[src/rtl/disp_scan_ctrl_if.sv]
// rtl/disp_scan_ctrl_if.sv - display data load bus (shadow capture strobe, payload, acknowledge)
interface disp_scan_ctrl_if;
   logic        load;
   logic [31:0] hexs_in;
   logic [7:0]  point_in;
   logic [7:0]  les_in;
   logic        load_ack;

   modport master (output load, hexs_in, point_in, les_in, input load_ack);
   modport slave  (input load, hexs_in, point_in, les_in, output load_ack);
endinterface

[src/rtl/disp_scan_ctrl.sv]
// rtl/disp_scan_ctrl.sv - 8-digit display scan sequencer with blanking gap and frame-synchronous double buffer
module disp_scan_ctrl #(
   parameter int DIV       = 50000,
   parameter int BLANK_CYC = 4
) (
   input  logic               clk,
   input  logic               rst_n,
   input  logic               en,
   input  logic               scan_all,
   input  logic               page,
   disp_scan_ctrl_if.slave    load_bus,
   output logic [2:0]         Scan,
   output logic [31:0]        Hexs,
   output logic [7:0]         point,
   output logic [7:0]         LES,
   output logic               blank,
   output logic               frame_done
);
   localparam int CW = $clog2(DIV > BLANK_CYC ? DIV : BLANK_CYC);
   localparam logic [CW-1:0] DIV_LAST   = CW'(DIV - 1);
   localparam logic [CW-1:0] BLANK_LAST = CW'(BLANK_CYC - 1);

   typedef enum logic [1:0] {IDLE, SHOW, BLANK} state_t;

   state_t        state, state_nx;
   logic [CW-1:0] cnt, cnt_nx;
   logic [2:0]    scan_nx;
   logic          page_r, page_nx;
   logic          all_r, all_nx;
   logic [31:0]   sh_hexs;
   logic [7:0]    sh_point, sh_les;
   logic          pend, pend_nx;
   logic          adv, wrap, apply;
   logic          ack_q;

   assign load_bus.load_ack = ack_q;

   always_comb begin
      state_nx = state;
      cnt_nx   = cnt;
      scan_nx  = Scan;
      page_nx  = page_r;
      all_nx   = all_r;
      adv      = 1'b0;
      if (!en) begin
         state_nx = IDLE;
         cnt_nx   = '0;
      end else begin
         case (state)
            IDLE: begin
               state_nx = SHOW;
               cnt_nx   = '0;
            end
            SHOW: begin
               if (cnt == DIV_LAST) begin
                  state_nx = BLANK;
                  cnt_nx   = '0;
                  adv      = 1'b1;
               end else begin
                  cnt_nx = cnt + 1'b1;
               end
            end
            BLANK: begin
               if (cnt == BLANK_LAST) begin
                  state_nx = SHOW;
                  cnt_nx   = '0;
               end else begin
                  cnt_nx = cnt + 1'b1;
               end
            end
            default: state_nx = IDLE;
         endcase
      end
      // Mode and page are resampled only at the wrap, so the first digit of a new frame uses them directly
      wrap = adv && (all_r ? (Scan == 3'd7) : (Scan[1:0] == 2'b11));
      if (wrap) begin
         all_nx  = scan_all;
         page_nx = page;
         scan_nx = scan_all ? 3'd0 : {page, 2'b00};
      end else if (adv) begin
         scan_nx = all_r ? Scan + 3'd1 : {page_r, Scan[1:0] + 2'd1};
      end
      apply   = wrap && pend;
      pend_nx = load_bus.load | (pend & ~apply);
   end

   always_ff @(posedge clk or negedge rst_n) begin
      if (!rst_n) begin
         state      <= IDLE;
         cnt        <= '0;
         Scan       <= 3'd0;
         page_r     <= 1'b0;
         all_r      <= 1'b1;
         Hexs       <= '0;
         point      <= '0;
         LES        <= '0;
         sh_hexs    <= '0;
         sh_point   <= '0;
         sh_les     <= '0;
         pend       <= 1'b0;
         blank      <= 1'b1;
         frame_done <= 1'b0;
         ack_q      <= 1'b0;
      end else begin
         state      <= state_nx;
         cnt        <= cnt_nx;
         Scan       <= scan_nx;
         page_r     <= page_nx;
         all_r      <= all_nx;
         pend       <= pend_nx;
         blank      <= (state_nx != SHOW);
         frame_done <= wrap;
         ack_q      <= apply;
         if (apply) begin
            Hexs  <= sh_hexs;
            point <= sh_point;
            LES   <= sh_les;
         end
         // A load on the wrap edge lands after the old shadow was copied out
         if (load_bus.load) begin
            sh_hexs  <= load_bus.hexs_in;
            sh_point <= load_bus.point_in;
            sh_les   <= load_bus.les_in;
         end
      end
   end
endmodule

[src/flat_wrapper.sv]
// flat-port wrapper written by rule: the top's interface ports become plain ports
module disp_scan_ctrl_flat 
#(
   parameter int DIV       = 50000,
   parameter int BLANK_CYC = 4
)
  (clk, rst_n, en, scan_all, page, Scan, Hexs, point, LES, blank, frame_done, load_bus_load, load_bus_hexs_in, load_bus_point_in, load_bus_les_in, load_bus_load_ack);
  disp_scan_ctrl_if load_bus_i ();
  input  logic clk;
  input  logic rst_n;
  input  logic en;
  input  logic scan_all;
  input  logic page;
  output logic [2:0] Scan;
  output logic [31:0] Hexs;
  output logic [7:0] point;
  output logic [7:0] LES;
  output logic blank;
  output logic frame_done;
  input wire logic [$bits(load_bus_i.load)-1:0] load_bus_load;
  input wire logic [$bits(load_bus_i.hexs_in)-1:0] load_bus_hexs_in;
  input wire logic [$bits(load_bus_i.point_in)-1:0] load_bus_point_in;
  input wire logic [$bits(load_bus_i.les_in)-1:0] load_bus_les_in;
  output wire logic [$bits(load_bus_i.load_ack)-1:0] load_bus_load_ack;
  assign load_bus_i.load = load_bus_load;
  assign load_bus_i.hexs_in = load_bus_hexs_in;
  assign load_bus_i.point_in = load_bus_point_in;
  assign load_bus_i.les_in = load_bus_les_in;
  assign load_bus_load_ack = load_bus_i.load_ack;
  disp_scan_ctrl #(.DIV(DIV), .BLANK_CYC(BLANK_CYC)) u_core (.clk(clk), .rst_n(rst_n), .en(en), .scan_all(scan_all), .page(page), .load_bus(load_bus_i), .Scan(Scan), .Hexs(Hexs), .point(point), .LES(LES), .blank(blank), .frame_done(frame_done));
endmodule
[config.mk]
export PLATFORM = sky130hd
export DESIGN_NAME = disp_scan_ctrl_flat
export DESIGN_NICKNAME = d
export VERILOG_FILES = /design/src/rtl/disp_scan_ctrl_if.sv /design/src/rtl/disp_scan_ctrl.sv /design/src/flat_wrapper.sv
export SDC_FILE = /design/constraint.sdc
export NUM_CORES = 1
export LEC_CHECK = 0
export ABC_CLOCK_PERIOD_IN_PS = 4100
export CORE_MARGIN = 2
export CORE_UTILIZATION = 50
export DETAILED_ROUTE_END_ITERATION = 10
export PLACE_DENSITY = 0.83
export RECOVER_POWER = 50
export SLEW_MARGIN = 0
export SYNTH_ARGS = -nofsm -noshare
export SYNTH_HDL_FRONTEND = slang
export SYNTH_SLANG_ARGS = --single-unit
export TNS_END_PERCENT = 30
[constraint.sdc]
create_clock -name clk -period 4.1 [get_ports clk]
set_input_delay 0.41 -clock clk [delete_from_list [all_inputs] [get_ports clk]]
set_output_delay 0.41 -clock clk [all_outputs]
set_load 0.005 [all_outputs]
==> impl_metrics.json, run 1 <==
{
  "cts_sinks": 123,
  "synth_edf_count": 0,
  "routed_wl_mm": 11.1,
  "crit_path_end": "u_core.cnt[2]",
  "finalSetupViolCount": 0,
  "slew_viol_final": 123,
  "die_w_um": 106,
  "drc_errors": 0,
  "avgSynthCellArea_um2": 14.3,
  "finalClockSkew_ns": 0.00545,
  "endpoint_kind": "flop",
  "crit_start": "u_core.cnt[0]",
  "cts_buffers": 17,
  "post_cts_resize_count": 0,
  "ant_nets": 0,
  "vias": 3466,
  "cp-start-kind": "flop",
  "hold_viol": 0,
  "cts_tree": "yes",
  "grt.total_usage_pct": 21.1,
  "ys_ff_latch": 123,
  "synth_cells": 366,
  "hpwl_mm": 7.20,
  "peakVddDrop_mv": 0.302,
  "r2r_cells": 5,
  "hold_class": "primary input to async pin",
  "r2r-end": "u_core.cnt[2]",
  "drt-wirelength-per-cell_um": 17.7,
  "fin_crit_ns": 2.73,
  "required_ns": 4.46,
  "overflow": 0,
  "grt_pass1_wl_mm": 18.6,
  "antenna_found_initial": 0,
  "status": "finished, violations left",
  "viasPerCell": 5.51,
  "combPwrFrac_pct": 6.1,
  "crit_fanout": 8,
  "seqPwrFrac_pct": 43.0,
  "drive_gt1_share_pct": 29.0,
  "switchingPower_uw": 652,
  "maxSlewHeadroom_pct": -89.8,
  "period_share_pct": 66.5,
  "core_area_um2": 10200,
  "boundaryPins": 108,
  "clock_path_buffers": 2,
  "fmax_ghz": 0.367,
  "dieArea_um2": 11300,
  "drt_iter0_drc": 181,
  "yosys_warnings": 0,
  "cts_setup_buffers": 0,
  "rr_startpoint": "u_core.cnt[0]",
  "synth_nets": 427,
  "ys.flop_type": "dfrtp_1",
  "setup_slack_ns": 1.37,
  "grt_max_degree": 73,
  "tightest_slew_ns": 2.85,
  "yosysUniqueCellTypes": 49,
  "cts_root_buf": "clkbuf_8",
  "n_antenna_cell": 0,
  "area_growth_pct": 34.1,
  "synthArstFlopShare_pct": 100,
  "rows": 37,
  "switching_share_pct": 21.6,
  "synth-seq-area-share_pct": 58.9,
  "clk_pin_slew_worst_paths_ns": 0.06,
  "clkPwrFrac_pct": 50.9,
  "r2r_setup_slack_ns": 1.37,
  "place.port_buffers": 107,
  "path_class": "flop to flop",
  "p_leak_nw": 3.09,
  "holdBufCountCts": 0,
  "fp.dieH_um": 106,
  "netlist_area_um2": 5230,
  "cap_violations": 2,
  "start_util_pct": 51.1,
  "layout.nets": 541,
  "clock_latency_ns": 0.51,
  "p_per_area_nw_per_um2": 430,
  "cp.arrival_ns": 3.09,
  "firstDrtPassIters": 4,
  "pre_cts_slack_ns": 1.47,
  "first_global_vias": 3762,
  "htreeDepth": 4,
  "setup_tns_ns": 0,
  "routabilityCongestion": 0.905,
  "violations": "capacitance limit, slew limit",
  "p_int_mw": 2.36,
  "rsz0062_at_grt": "false"
}
## flip-flops by register name (all words and copies together), names as in the netlist
signal,cells
u_core.Hexs,32
u_core.blank,1
u_core.sh_hexs,32
u_core.load_bus.load_ack,1
u_core.point,8
u_core.frame_done,1
u_core.sh_point,8
u_core.all_r,1
u_core.cnt,16
u_core.page_r,1
u_core.Scan,3
u_core.pend,1
u_core.state,2
u_core.sh_les,8
u_core.LES,8
## cells in the final DEF (no fill, tap or decap), drive strengths merged, types with 3 or more instances in the layout
master,instances
o21ai,7
or3,3
nor3,6
clkdlybuf4s50,105
and3,3
or4,8
clkinvlp,5
nor4,3
dfrtp,121
nand4,4
mux2,102
bufinv,4
nand2,13
o221ai,3
nor2,8
inv,10
a21oi,7
nand3,8
ha,7
clkbuf,22
o31ai,5
and2,5
clkinv,4
## critical path, stage by stage (launching register included)
cell and delay (ns):
dfrtp_1 0.39, ha_1 0.27, nor4b_1 0.58, a41oi_1 0.57
o21ai_0 0.58, o221ai_1 0.20
## Yosys cell counts, drive strengths merged, types with 6 or more instances
library cell	count	share of area (%)
a21oi	7	0.67
buf	8	0.96
clkbuf	7	0.50
dfrtp	121	58
ha	7	1.7
inv	9	0.65
mux2	102	23
nand2	13	0.93
nand3	8	0.77
nor2	8	0.57
nor3	6	0.57
o21ai	7	0.67
or4	8	1.2
## cell type report
class                      instances  area, um2
clock buffer                      18        418
timing repair buffer             110       1070
clock inverter                    14        196
sequential                       123       3080
fill                             692       3220
multi-input combinational        219       2040
tap                              136        170
inverter                           9       33.8
## power groups by stage
stage	clock, mW	combinational (mW)	sequential (mW)
after detailed placement	0	0.183	1.32
after global placement	0	0.175	1.31
after CTS	1.56	0.186	1.30
final	1.53	0.184	1.30
after global routing	1.61	0.202	1.30
after floorplan	0	0.0879	1.31
## kinds of logic (layout without fill, tap and decap cells)
family,count (synthesis),in the layout,share of synthesized area (%)
flops,123,123,58.9
simple gates,71,71,8.21
compound gates,34,34,4.79
mux,104,104,23.8
buf+inv,24,151,2.11
fa+ha+maj,7,7,1.68
xor+xnor,3,3,0.503
## through the flow
step | utilization [%] | instance area, um2 | hold slack, ns | power (mW) | cells
after CTS | 68.6 | 7020 | 0.0377 | 3.04 | 629
after global placement | 62.6 | 6410 | 0.481 | 1.48 | 597
after detailed placement | 62.6 | 6410 | 0.491 | 1.50 | 597
after global routing | 68.5 | 7010 | 0.491 | 3.11 | 629
after floorplan | - | 5230 | 0.114 | 1.39 | 366
final | 68.5 | 7010 | 0.353 | 3.01 | 629
## worst min-delay path by stage
stage	cells past startpoint	slack, ns	start	end
final	1	0.35	rst_n	u_core.sh_hexs[30]
after global routing	1	0.49	rst_n	u_core.sh_hexs[28]
after CTS	1	0.04	rst_n	u_core.Hexs[28]
after detailed placement	1	0.49	u_core.sh_hexs[1]	u_core.Hexs[1]
after global placement	1	0.48	u_core.sh_hexs[12]	u_core.Hexs[12]
after floorplan	0	0.11	rst_n	u_core.Hexs[0]
## per-layer routing
metal | vias to the layer above | part of all wire [%] | GRT usage, %
li1 | 1574 | - | -
met3 | 15 | 6.9 | 7.30
met5 | - | 0 | 0
met4 | 0 | 1.5 | 7.42
met1 | 1754 | 41 | 25.4
met2 | 123 | 51 | 35.3
No activity file was read; power rests on OpenSTA's default activity.
==> run 2: changes to the inputs <==
- ABC_CLOCK_PERIOD_IN_PS: 4100 -> 2500
- CORE_UTILIZATION: 50 -> 46
- PLACE_DENSITY: 0.83 -> 0.81
- clock period: 4.1 -> 2.5 ns (I/O delays scaled with it)
==> run 2 against run 1 <==
The run now ends clean. Combinational power is 72% higher. Total power is 60% higher. Clock power is 56% higher. Setup slack worse by 1.2 ns. Via count is 0.89% higher. Clock skew is 0.0057 ns higher. Global-route usage is 2.2 points lower. Clock-buffer cell count is 8 higher. Maximum frequency is 17% higher. Sequential share of layout area is 0.73 points lower. Largest power group unchanged. Highest routed layer unchanged.
==> impl_metrics.json, run 2 (synthesized netlist as in run 1, its figures left out) <==
{
  "status": "finished, final reports clean",
  "cts_root_buf": "clkbuf_16",
  "cp-start-kind": "flop",
  "setup_tns_ns": 0,
  "rsz0062_at_grt": "false",
  "cts_setup_buffers": 0,
  "n_antenna_cell": 0,
  "viasPerCell": 5.40,
  "drive_gt1_share_pct": 30.7,
  "crit_fanout": 7,
  "combPwrFrac_pct": 6.6,
  "hpwl_mm": 7.35,
  "multi_input_area_um2": 2040,
  "first_global_vias": 3871,
  "grt_max_degree": 55,
  "required_ns": 2.83,
  "die_w_um": 111,
  "setup_slack_ns": 0.169,
  "dieArea_um2": 12200,
  "final_cell_mix": "dfrtp_1, clkdlybuf4s50_1, mux2_2",
  "cp.arrival_ns": 2.66,
  "path_class": "flop to flop",
  "switching_share_pct": 20.6,
  "slew_viol_final": 0,
  "finalSetupViolCount": 0,
  "drc_errors": 0,
  "drt-wirelength-per-cell_um": 16.8,
  "hold_depth": 2,
  "drt_iter0_drc": 193,
  "period_share_pct": 93.3,
  "total_power_mw": 4.83,
  "peakVddDrop_mv": 0.501,
  "seq_area_um2": 3080,
  "p_leak_nw": 3.18,
  "firstDrtPassIters": 4,
  "pre_cts_slack_ns": 0.195,
  "final_common_cell": "dfrtp_1",
  "place_area_um2": 6560,
  "post-route-cell-area_um2": 7130,
  "fin_crit_ns": 2.33,
  "wl_met3_um": 842,
  "p_per_area_nw_per_um2": 678,
  "clkPwrFrac_pct": 49.5,
  "seqPwrFrac_pct": 43.9,
  "cts_buffers": 17,
  "wl_met1_mm": 4.63,
  "route.met2.wl_mm": 5.31,
  "boundaryPins": 108,
  "tightest_slew_ns": 1.29,
  "hold_class": "primary input to flop",
  "p_int_mw": 3.83,
  "routabilityCongestion": 0.853,
  "grt.total_usage_pct": 18.9,
  "antenna_found_initial": 0,
  "core_area_um2": 11000,
  "cts_sinks": 123,
  "hold_viol": 0,
  "area_growth_pct": 36.4,
  "routed_wl_mm": 10.9,
  "layoutNonFillerInstCount": 648,
  "clk_pin_slew_worst_paths_ns": 0.05,
  "layout.nets": 556,
  "clock_path_buffers": 2,
  "place.port_buffers": 107,
  "fp.dieH_um": 111,
  "clock_latency_ns": 0.41,
  "cts_tree": "yes",
  "highest_layer": "met4",
  "overflow": 0,
  "vias": 3497,
  "htreeDepth": 4,
  "fmax_ghz": 0.429,
  "largestRegisters": "u_core.Hexs (32), u_core.sh_hexs (32), u_core.cnt (16)",
  "endpoint_kind": "flop",
  "start_util_pct": 47.6,
  "fillers": 770,
  "grt_pass1_wl_mm": 18.6,
  "rows": 38,
  "switchingPower_uw": 998,
  "maxSlewHeadroom_pct": 14.1,
  "ant_nets": 0,
  "r2r_cells": 6,
  "finalClockSkew_ns": 0.0112,
  "cap_violations": 0,
  "dp.cells": 615
}
==> run 2: changes by cell type in the layout (fill, tap and decap cells not counted), sizes merged <==
| cell | delta |
|---|---|
| buf | +14 |
| clkbuf | +8 |
| clkinvlp | -3 |
| bufinv | -2 |
| clkinv | -2 |
| dlygate4sd3 | +1 |
| inv | -1 |
==> run 2: power by group through the flow <==
stage	sequential [mW]	combinational, mW	clock [mW]
CTS	2.12	0.325	2.44
global route	2.13	0.350	2.53
detailed placement	2.16	0.322	0
finish	2.12	0.317	2.39
floorplan	2.14	0.144	0
global placement	2.15	0.310	0
==> run 2: metrics by stage <==
step / utilization (%) / hold slack [ns]
after CTS: 65.1 / 0.432
after global placement: 59.7 / 0.322
after global routing: 64.9 / 0.449
final: 64.9 / 0.448
after detailed placement: 59.7 / 0.337
after floorplan: - / -0.0456
==> run 2: worst paths after layout <==
| kind | startpoint | endpoint | slack [ns] |
|---|---|---|---|
| min | load_bus_hexs_in[18] | u_core.sh_hexs[18] | 0.45 |
| min in group asynchronous | rst_n | u_core.Hexs[23] | 0.67 |
| max reg2reg | u_core.state[1] | u_core.cnt[15] | 0.17 |
| max in group asynchronous | rst_n | u_core.pend | 0.43 |
| max | u_core.state[1] | u_core.cnt[15] | 0.17 |
| min reg2reg | u_core.sh_hexs[24] | u_core.sh_hexs[24] | 0.50 |
==> run 2: critical path: stages (launching register included) <==
cell and delay, ns:
dfrtp_1 0.45, inv_1 0.11, ha_1 0.26, nor4b_2 0.09, or4_1 0.65, or4_1 0.54
a21oi_1 0.16
==> run 2: what timing repair did <==
item                       CTS  global route
hold endpoints to repair    52             0
gates resized for setup      0             1
hold buffers                 1             0
setup endpoints to repair    0             1
==> run 2: cell type report <==
cell class | instances | share of cell area [%]
clock buffer | 26 | 7.00
clock inverter | 6 | 1.19
sequential | 123 | 43.2
tap | 140 | 2.46
timing repair buffer | 125 | 17.1
multi-input combinational | 219 | 28.6
inverter | 9 | 0.474
==> run 2: routing by layer <==
metal  global-route usage [%]  vias up
met3                     8.51       12
met2                     30.5      111
met1                     22.8     1774
met4                     5.83        0
li1                         -     1600
met5                        0        -
